--- config.mk ---
export PLATFORM = sky130hd
export DESIGN_NAME = char_buf_writer_16x16_flat
export DESIGN_NICKNAME = d
export VERILOG_FILES = /design/src/rtl/char_buf_pkg.sv /design/src/rtl/char_buf_writer_16x16_if.sv /design/src/rtl/char_buf_ram_256x7.sv /design/src/rtl/char_buf_writer_16x16.sv /design/src/flat_wrapper.sv
export SDC_FILE = /design/constraint.sdc
export NUM_CORES = 2
export LEC_CHECK = 0
export BUFFER_PORTS_ARGS = -buffer_cell sky130_fd_sc_hd__buf_2
export CAP_MARGIN = 20
export CORE_ASPECT_RATIO = 1.1
export CORE_MARGIN = 2
export CORE_UTILIZATION = 30
export CTS_BUF_LIST = sky130_fd_sc_hd__clkbuf_8
export CTS_CLUSTER_SIZE = 14
export DETAILED_ROUTE_END_ITERATION = 12
export PLACE_DENSITY_LB_ADDON = 0.25
export SYNTH_ARGS = -nofsm -noshare
export SYNTH_HDL_FRONTEND = slang
export SYNTH_HIERARCHICAL = 1
export SYNTH_SLANG_ARGS = --single-unit
--- constraint.sdc ---
create_clock -name clk -period 13.2 [get_ports clk]
set_input_delay 1.32 -clock clk [delete_from_list [all_inputs] [get_ports clk]]
set_output_delay 1.32 -clock clk [all_outputs]
set_load 0.05 [all_outputs]
--- src/rtl/char_buf_pkg.sv ---
// Shared constants and types for the 16x16 character buffer writer.
// The optional cursor blink is enabled by CHAR_BUF_CURSOR_BLINK_EN.
package char_buf_pkg;

   localparam int COLS  = 16;
   localparam int ROWS  = 16;
   localparam int CELLS = COLS * ROWS;

   localparam logic [7:0] CHAR_CR    = 8'h0D;
   localparam logic [7:0] CHAR_LF    = 8'h0A;
   localparam logic [7:0] CHAR_BS    = 8'h08;
   localparam logic [6:0] CHAR_SPACE = 7'h20;

   typedef enum logic {CLEAR, IDLE} char_buf_state_t;

   function automatic logic is_printable(input logic [7:0] c);
      return (c >= 8'h20) && (c <= 8'h7E);
   endfunction

endpackage

--- src/rtl/char_buf_writer_16x16_if.sv ---
// Character stream handshake between a byte source and the buffer writer.
interface char_buf_writer_16x16_if;
   logic [7:0] char_in;
   logic       char_valid;
   logic       char_ready;
   logic       clear_req;

   modport master (
      output char_in,
      output char_valid,
      output clear_req,
      input  char_ready
   );

   modport slave (
      input  char_in,
      input  char_valid,
      input  clear_req,
      output char_ready
   );
endinterface

--- src/rtl/char_buf_ram_256x7.sv ---
// 256x7 character store: synchronous write, asynchronous read.
module char_buf_ram_256x7 (
   input  logic       clk,
   input  logic       we,
   input  logic [7:0] waddr,
   input  logic [6:0] wdata,
   input  logic [7:0] raddr,
   output logic [6:0] rdata
);

   logic [6:0] mem [256];

   always_ff @(posedge clk) begin
      if (we) begin
         mem[waddr] <= wdata;
      end
   end

   assign rdata = mem[raddr];

endmodule

--- src/rtl/char_buf_writer_16x16.sv ---
// Writer side of the 16x16 text buffer: cursor handling, CR/LF/BS, full clear.
// Defining CHAR_BUF_CURSOR_BLINK_EN adds the cursor_on blink output.
module char_buf_writer_16x16
   import char_buf_pkg::*;
#(
   parameter logic [6:0] CLEAR_CODE   = 7'h20,
   parameter int         BLINK_CYCLES = 20_000_000
) (
   input  logic                      clk,
   input  logic                      rst,
   char_buf_writer_16x16_if.slave    bus,
   input  logic [7:0]                char_xy,
   output logic [6:0]                char_code,
   output logic [3:0]                cursor_x,
   output logic [3:0]                cursor_y,
`ifdef CHAR_BUF_CURSOR_BLINK_EN
   output logic                      cursor_on,
`endif
   output logic                      busy
);

   char_buf_state_t state_reg, state_next;
   logic [7:0]      clr_addr_reg, clr_addr_next;
   // Cursor kept as a linear cell index {row,col}; +1/-1 give the wrap rules for free.
   logic [7:0]      pos_reg, pos_next;
   logic            we;
   logic [7:0]      waddr;
   logic [6:0]      wdata;

   always_ff @(posedge clk or negedge rst) begin
      if (!rst) begin
         state_reg    <= CLEAR;
         clr_addr_reg <= 8'd0;
         pos_reg      <= 8'd0;
      end else begin
         state_reg    <= state_next;
         clr_addr_reg <= clr_addr_next;
         pos_reg      <= pos_next;
      end
   end

   always_comb begin
      state_next    = state_reg;
      clr_addr_next = clr_addr_reg;
      pos_next      = pos_reg;
      we            = 1'b0;
      waddr         = clr_addr_reg;
      wdata         = CLEAR_CODE;
      case (state_reg)
         CLEAR: begin
            we            = 1'b1;
            clr_addr_next = clr_addr_reg + 8'd1;
            if (clr_addr_reg == 8'hFF) begin
               state_next = IDLE;
            end
         end
         IDLE: begin
            if (bus.clear_req) begin
               state_next = CLEAR;
               pos_next   = 8'd0;
            end else if (bus.char_valid) begin
               if (is_printable(bus.char_in)) begin
                  we       = 1'b1;
                  waddr    = pos_reg;
                  wdata    = bus.char_in[6:0];
                  pos_next = pos_reg + 8'd1;
               end else if (bus.char_in == CHAR_CR) begin
                  pos_next = {pos_reg[7:4], 4'h0};
               end else if (bus.char_in == CHAR_LF) begin
                  pos_next = {pos_reg[7:4] + 4'd1, 4'h0};
               end else if (bus.char_in == CHAR_BS && pos_reg != 8'd0) begin
                  pos_next = pos_reg - 8'd1;
                  we       = 1'b1;
                  waddr    = pos_reg - 8'd1;
                  wdata    = CHAR_SPACE;
               end
            end
         end
         default: state_next = CLEAR;
      endcase
   end

   assign bus.char_ready = (state_reg == IDLE) && !bus.clear_req;
   assign busy           = (state_reg == CLEAR);
   assign cursor_x       = pos_reg[3:0];
   assign cursor_y       = pos_reg[7:4];

   char_buf_ram_256x7 u_ram (
      .clk   (clk),
      .we    (we),
      .waddr (waddr),
      .wdata (wdata),
      .raddr (char_xy),
      .rdata (char_code)
   );

`ifdef CHAR_BUF_CURSOR_BLINK_EN
   localparam int BW = (BLINK_CYCLES > 1) ? $clog2(BLINK_CYCLES) : 1;

   logic [BW-1:0] blink_cnt_reg;
   logic          cursor_on_reg;
   logic          blink_restart;

   // Any activity that reaches the buffer keeps the cursor solidly visible.
   assign blink_restart = (state_reg == IDLE) && (bus.clear_req || bus.char_valid);

   always_ff @(posedge clk or negedge rst) begin
      if (!rst) begin
         blink_cnt_reg <= '0;
         cursor_on_reg <= 1'b1;
      end else if (blink_restart) begin
         blink_cnt_reg <= '0;
         cursor_on_reg <= 1'b1;
      end else if (blink_cnt_reg == BW'(BLINK_CYCLES - 1)) begin
         blink_cnt_reg <= '0;
         cursor_on_reg <= ~cursor_on_reg;
      end else begin
         blink_cnt_reg <= blink_cnt_reg + 1'b1;
      end
   end

   assign cursor_on = cursor_on_reg;
`endif

endmodule
--- src/flat_wrapper.sv ---
// flat-port wrapper written by rule: the top's interface ports become plain ports
module char_buf_writer_16x16_flat import char_buf_pkg::*;
#(
   parameter logic [6:0] CLEAR_CODE   = 7'h20,
   parameter int         BLINK_CYCLES = 20_000_000
)
  (clk, rst, char_xy, char_code, cursor_x, cursor_y, busy, bus_char_in, bus_char_valid, bus_clear_req, bus_char_ready);
  char_buf_writer_16x16_if bus_i ();
  input  logic clk;
  input  logic rst;
  input  logic [7:0] char_xy;
  output logic [6:0] char_code;
  output logic [3:0] cursor_x;
  output logic [3:0] cursor_y;
  output logic busy;
  input wire logic [$bits(bus_i.char_in)-1:0] bus_char_in;
  input wire logic [$bits(bus_i.char_valid)-1:0] bus_char_valid;
  input wire logic [$bits(bus_i.clear_req)-1:0] bus_clear_req;
  output wire logic [$bits(bus_i.char_ready)-1:0] bus_char_ready;
  assign bus_i.char_in = bus_char_in;
  assign bus_i.char_valid = bus_char_valid;
  assign bus_i.clear_req = bus_clear_req;
  assign bus_char_ready = bus_i.char_ready;
  char_buf_writer_16x16 #(.CLEAR_CODE(CLEAR_CODE), .BLINK_CYCLES(BLINK_CYCLES)) u_core (.clk(clk), .rst(rst), .bus(bus_i), .char_xy(char_xy), .char_code(char_code), .cursor_x(cursor_x), .cursor_y(cursor_y), .busy(busy));
endmodule
* Word-level counts from Yosys, hierarchy flattened
Memories as Yosys holds them, arrays and structs flattened.
Index checks and enable logic that the tools add are counted.
** Storage, ports and cells
- Bits in registers :: 17
- Memories kept :: 1
- Logic and storage cells :: 56
- RAM bits :: 1792
** Memory list
- u_core.u_ram.mem :: depth 256, bits a word 7, read ports 1, clocked after memory_dff 0, wr ports 1, line char_buf_ram_256x7.sv:11 : logic [6:0] mem [256];
** Operators by class
- $lt $le $gt $ge :: 2
- $add $sub $neg :: 4
- Bitwise gates (word level) :: 1
- Muxes and demuxes :: 29
- Eq/ne operators :: 5
- Reductions and logical operators :: 10
** Operators by type and width (number)
- 2-to-1 mux 8 bit :: 13
- 2-to-1 mux 7 bit :: 4
- equality test 8 x 4 -> 1 bit (second input constant) :: 3
- adder 8 x 1 -> 8 bit (second input constant) :: 2
- 2-to-1 mux 1 bit :: 10
- equality test 8 bit (second input constant) :: 1
- greater-or-equal comparator 8 x 6 -> 1 bit (second input constant) :: 1
- less-or-equal comparator 8 x 7 -> 1 bit (second input constant) :: 1
- nonzero test 8 bit :: 1
- subtractor 8 x 1 -> 8 bit (second input constant) :: 1
- nonzero test 5 bit :: 1
- adder 4 x 1 -> 4 bit (second input constant) :: 1
- one-hot mux 1 bit (2 select lines) :: 2
- AND reduction 4 bit :: 1
- nonzero test 4 bit :: 1
- logical AND 1 bit :: 3
- inequality test 3 x 2 -> 1 bit (second input constant) :: 1
- AND reduction 3 bit :: 1
- nonzero test 2 bit :: 1
- logical NOT 1 bit :: 1
- inverter 1 bit :: 1

* Longest topological paths before layout
- Depth in word-level cells :: 11
- Gate-level depth with buffers :: 14
- Gate-level depth less buffers :: 11

* Modules after synthesis
The synthesis kept the hierarchy.
** Modules (own cells, without submodules)
- char_buf_ram_256x7 :: area each 70057.2 um2, times used 1, cells each 3374, sequential area each 53811.6 um2
- char_buf_writer_16x16 :: area each 1551.5 um2, times used 1, cells each 191, sequential area each 425.4 um2

* Least setup slack after synthesis
No wires, ideal clock.
- Path type :: in2reg
- Start point :: in bus_clear_req
- End point :: mem u_core.u_ram.mem[0][1] (data pin)
- Stages on the path :: 4
- Data required time :: 11107 ps
- Path buffers :: 1
- Setup time :: 2093 ps
- Setup slack :: -1104 ps
- Arrival time :: 12211 ps
- Cell sequence :: clkbuf_1 nor2_1 nand2_1 nor3_1
** On the way
- Cells in the longest elaborated chain, start to end :: 2
** RTL lines
- start: declaration :: line flat_wrapper.sv:18 : input wire logic [$bits(bus_i.clear_req)-1:0] bus_clear_req;
- 2-to-1 mux 7 bit :: line char_buf_writer_16x16.sv:58 : if (bus.clear_req) begin
- 2-to-1 mux 7 bit :: line char_buf_writer_16x16.sv:49 : case (state_reg)
- via u_core.wdata[1] :: line char_buf_writer_16x16.sv:28 : logic [6:0] wdata;
- end: declaration :: line char_buf_ram_256x7.sv:11
The timed path passes the listed nets, and every way through them passes these cells.

* Final worst setup path
- Start point :: in char_xy[2]
- End point :: out char_code[3]
** On the way
- Cells in the longest elaborated chain, start to end :: 1
** RTL lines
- start: declaration :: line flat_wrapper.sv:11 : input logic [7:0] char_xy;
- memory (256 x 7 bit)
- end: declaration :: line flat_wrapper.sv:12 : output logic [6:0] char_code;
No other way between the ends.

==> reports/qor.yml <==
routing:
  drtIter0Drc: 3791
  firstDrtPassIters: 5
  drt_wl_total_um: 194000
  wl_per_cell_um: 27.2
  ant_nets: 0
  vias_per_cell: 5.06
  drc: 0
  vias: 36200
timing:
  maxSlewViolCount: 0
  setup_viol: 0
  finalHoldViolations: 0
  timing.final.crit_share: 0.578
  worst_slew_pin_slew_ps: 1230
  min_period_ps: 7630
  relSlewSlack: 0.177
  setup_tns_ps: 0
  rsz0062_at_grt: "no"
  clock_skew_ps: 88.3
  max_freq_mhz: 131
  hold_ws_ps: 246
clock_network:
  clkTransAtPathRegs_ps: 60
  post_cts_buffers: 0
  htree_levels: 5
  holdBufCountCts: 0
  cts_root_buf: "clkbuf_8"
  cts_tree: "built"
  clock_latency_ps: 1010
  cts-resized-gates: 0
  cts_buffers: 324
  clk_path_buf_depth: 4
  clock-sinks: 1809
global_routing:
  grt_antenna_before_repair: 9
  track_usage: 0.158
  overflow: 0
  grt_max_degree: 207
  first_global_vias: 37200
  grt_pass1_wl_um: 276000
yosys:
  synthTopCellsByCount: "1792 x edfxtp_1, 380 x mux4_2, 312 x nor2_1"
  synthDistinctLibCells: 79
  synthFlopType: "edfxtp_1"
  synth_area_sq_um: 71600
  postSynthCellCount: 3565
  yosys.area.top_type_share: 0.751
  ys.warnings.count: 6
  ys_ff_latch: 1809
  yosysSeqAreaShare: 0.757
  synth.most_common_cell: "edfxtp_1"
  synth_area_leaders: "edfxtp_1 75%, mux4_2 12%, mux2i_1 2.2%, nor2_1 1.6%, a22oi_1 0.64%"
  synth_nets: 3592
  synth_top_area_cell: "edfxtp_1"
  synth.avg_cell_area_sq_um: 20.1
  synth_edf_count: 1792
  async_reset_ff_frac: 0.00940
floorplan:
  die_w_um: 470
  fp.coreArea_sq_um: 238000
  dieArea_sq_um: 243000
  ios: 37
  chipHeight_um: 516
  num_rows: 188
  initial_utilization: 0.301
finish:
  nets: 3822
  largest_register_ffs: 1792
  area_delta_synth_final_pct: 12.6
  drive_above_1_share: 0.227
placed_design:
  port_buffers: 36
  dp_hpwl_um: 117000
  routabilityCongestion: 0.823
worst_setup_path:
  cp-end-kind: "output pin"
  cp_common_cell: "buf_4"
  crit_slowest_cell: "nor4_1"
  setup.worst_path.class: "in2out"
  max_stage_delay_ps: 880
  crit_chain: "buf_4 -> buf_4 -> buf_4 -> nand2_2 -> o221ai_1 -> o21ai_0 -> a221oi_1 -> nor3_1 -> nor4_1 -> buf_2"
  cp.arrival_ps: 6310
  path_buf_inv: 4
  start_kind: "input pin"
  required_ps: 11880
  crit_path_max_fanout: 44
  crit_family: "buffers and inverters"
min_path:
  worstHoldPathType: "in2async"
power_and_ir_drop:
  irDropWorstVdd_mv: 0.107
  p_leak_nw: 28.5
  p_per_area_nw_per_um2: 147
  power.total_w: 0.0118
run_status:
  status: "finished clean"
run:
  drv_cap: 0
[cells in the final DEF, fill, tap and decap left out, types with 8 or more instances in the layout]
cell type	count
clkbuf_8	328
nor2b_1	17
buf_4	65
o21ai_1	8
nand3_1	41
clkinv_2	28
o21ai_0	24
nor2_1	310
o2111ai_1	14
a21oi_1	51
clkinv_1	74
nor4_1	37
a22o_1	18
nand2b_1	13
buf_12	8
nor3b_1	8
mux4_2	380
nor3_1	44
a221oi_1	21
nand2_1	93
nand4_1	13
mux4_1	10
edfxtp_1	1792
o22ai_1	67
xnor2_1	8
buf_2	35
mux2i_1	156
inv_1	114
a2111oi_0	9
a22oi_1	61
dfrtp_1	17
[cell families (layout without fill, tap and decap cells)]
group | Yosys count | after routing | share of synthesized area
flip-flops | 1809 | 1809 | 0.757
AO/OA/AOI/OAI | 341 | 341 | 0.0346
AND/OR/NAND/NOR | 623 | 623 | 0.0394
buffers and inverters | 225 | 671 | 0.0205
other | 0 | 2 | 0
adder cells (fa/ha/maj) | 7 | 7 | 0.00122
XOR/XNOR | 10 | 10 | 0.00122
multiplexers | 550 | 550 | 0.146
[worst reg2reg max path: cells and delay by family, from the launching register on]
family / cells / cell delay (ps)
compound gates: 2 / 360
simple gates: 6 / 3040
flops: 1 / 530
fa+ha+maj: 1 / 240
buf+inv: 3 / 1000
[stage by stage]
stage | util | setup slack (ps) | cells | instance area, sq um
3_5_place_dp | 0.316 | 5610 | 6598 | 75100
6_report | 0.339 | 5570 | 7148 | 80600
2_1_floorplan | - | 3890 | 3565 | 71600
4_1_cts | 0.339 | 5600 | 7140 | 80600
3_3_place_gp | 0.315 | 5610 | 6594 | 75000
5_1_grt | 0.339 | 5350 | 7147 | 80600
[final timing paths]
| kind | depth (start not counted) | endpoint | slack, ps | startpoint |
|---|---|---|---|---|
| setup / recovery | 10 | char_code[3] | 5570 | char_xy[2] |
| hold / removal | 1 | u_core/pos_reg[6] | 250 | rst |
| setup reg to reg | 12 | u_core/u_ram/mem[139][4] | 7590 | u_core/pos_reg[4] |
| hold reg to reg | 1 | u_core/clr_addr_reg[2] | 490 | u_core/clr_addr_reg[2] |
| max in group asynchronous | 1 | u_core/clr_addr_reg[4] | 12640 | rst |
| min in group clk | 1 | u_core/clr_addr_reg[2] | 490 | u_core/clr_addr_reg[2] |
[report_power, final]
group          total, W  switching, W  leakage, nW  internal (W)
registers       0.00633     0.0000239         19.8       0.00631
logic          0.000909      0.000684         5.48      0.000224
clock network   0.00458       0.00224         3.17       0.00235
total            0.0118       0.00294         28.5       0.00888
[routing by layer]
metal  up-vias  track usage  routed length (um)
met5         -            0                  27
met4         4       0.0480                4930
met3       300       0.0401               14800
met2      1380        0.253               92400
met1     19200        0.210               82300
li1      15300            -                   -
[area by class of cell]
cell class	count	area, sq um
inverters	14	52.6
fillers	22700	157000
well taps	3135	3920
diodes	2	5.00
repair buffers	115	953
multi-input cells	1531	16000
clock inverters	214	948
clock buffers	328	4510
flip-flops and latches	1809	54200
Note: power is estimated with default switching activity, not from simulation.
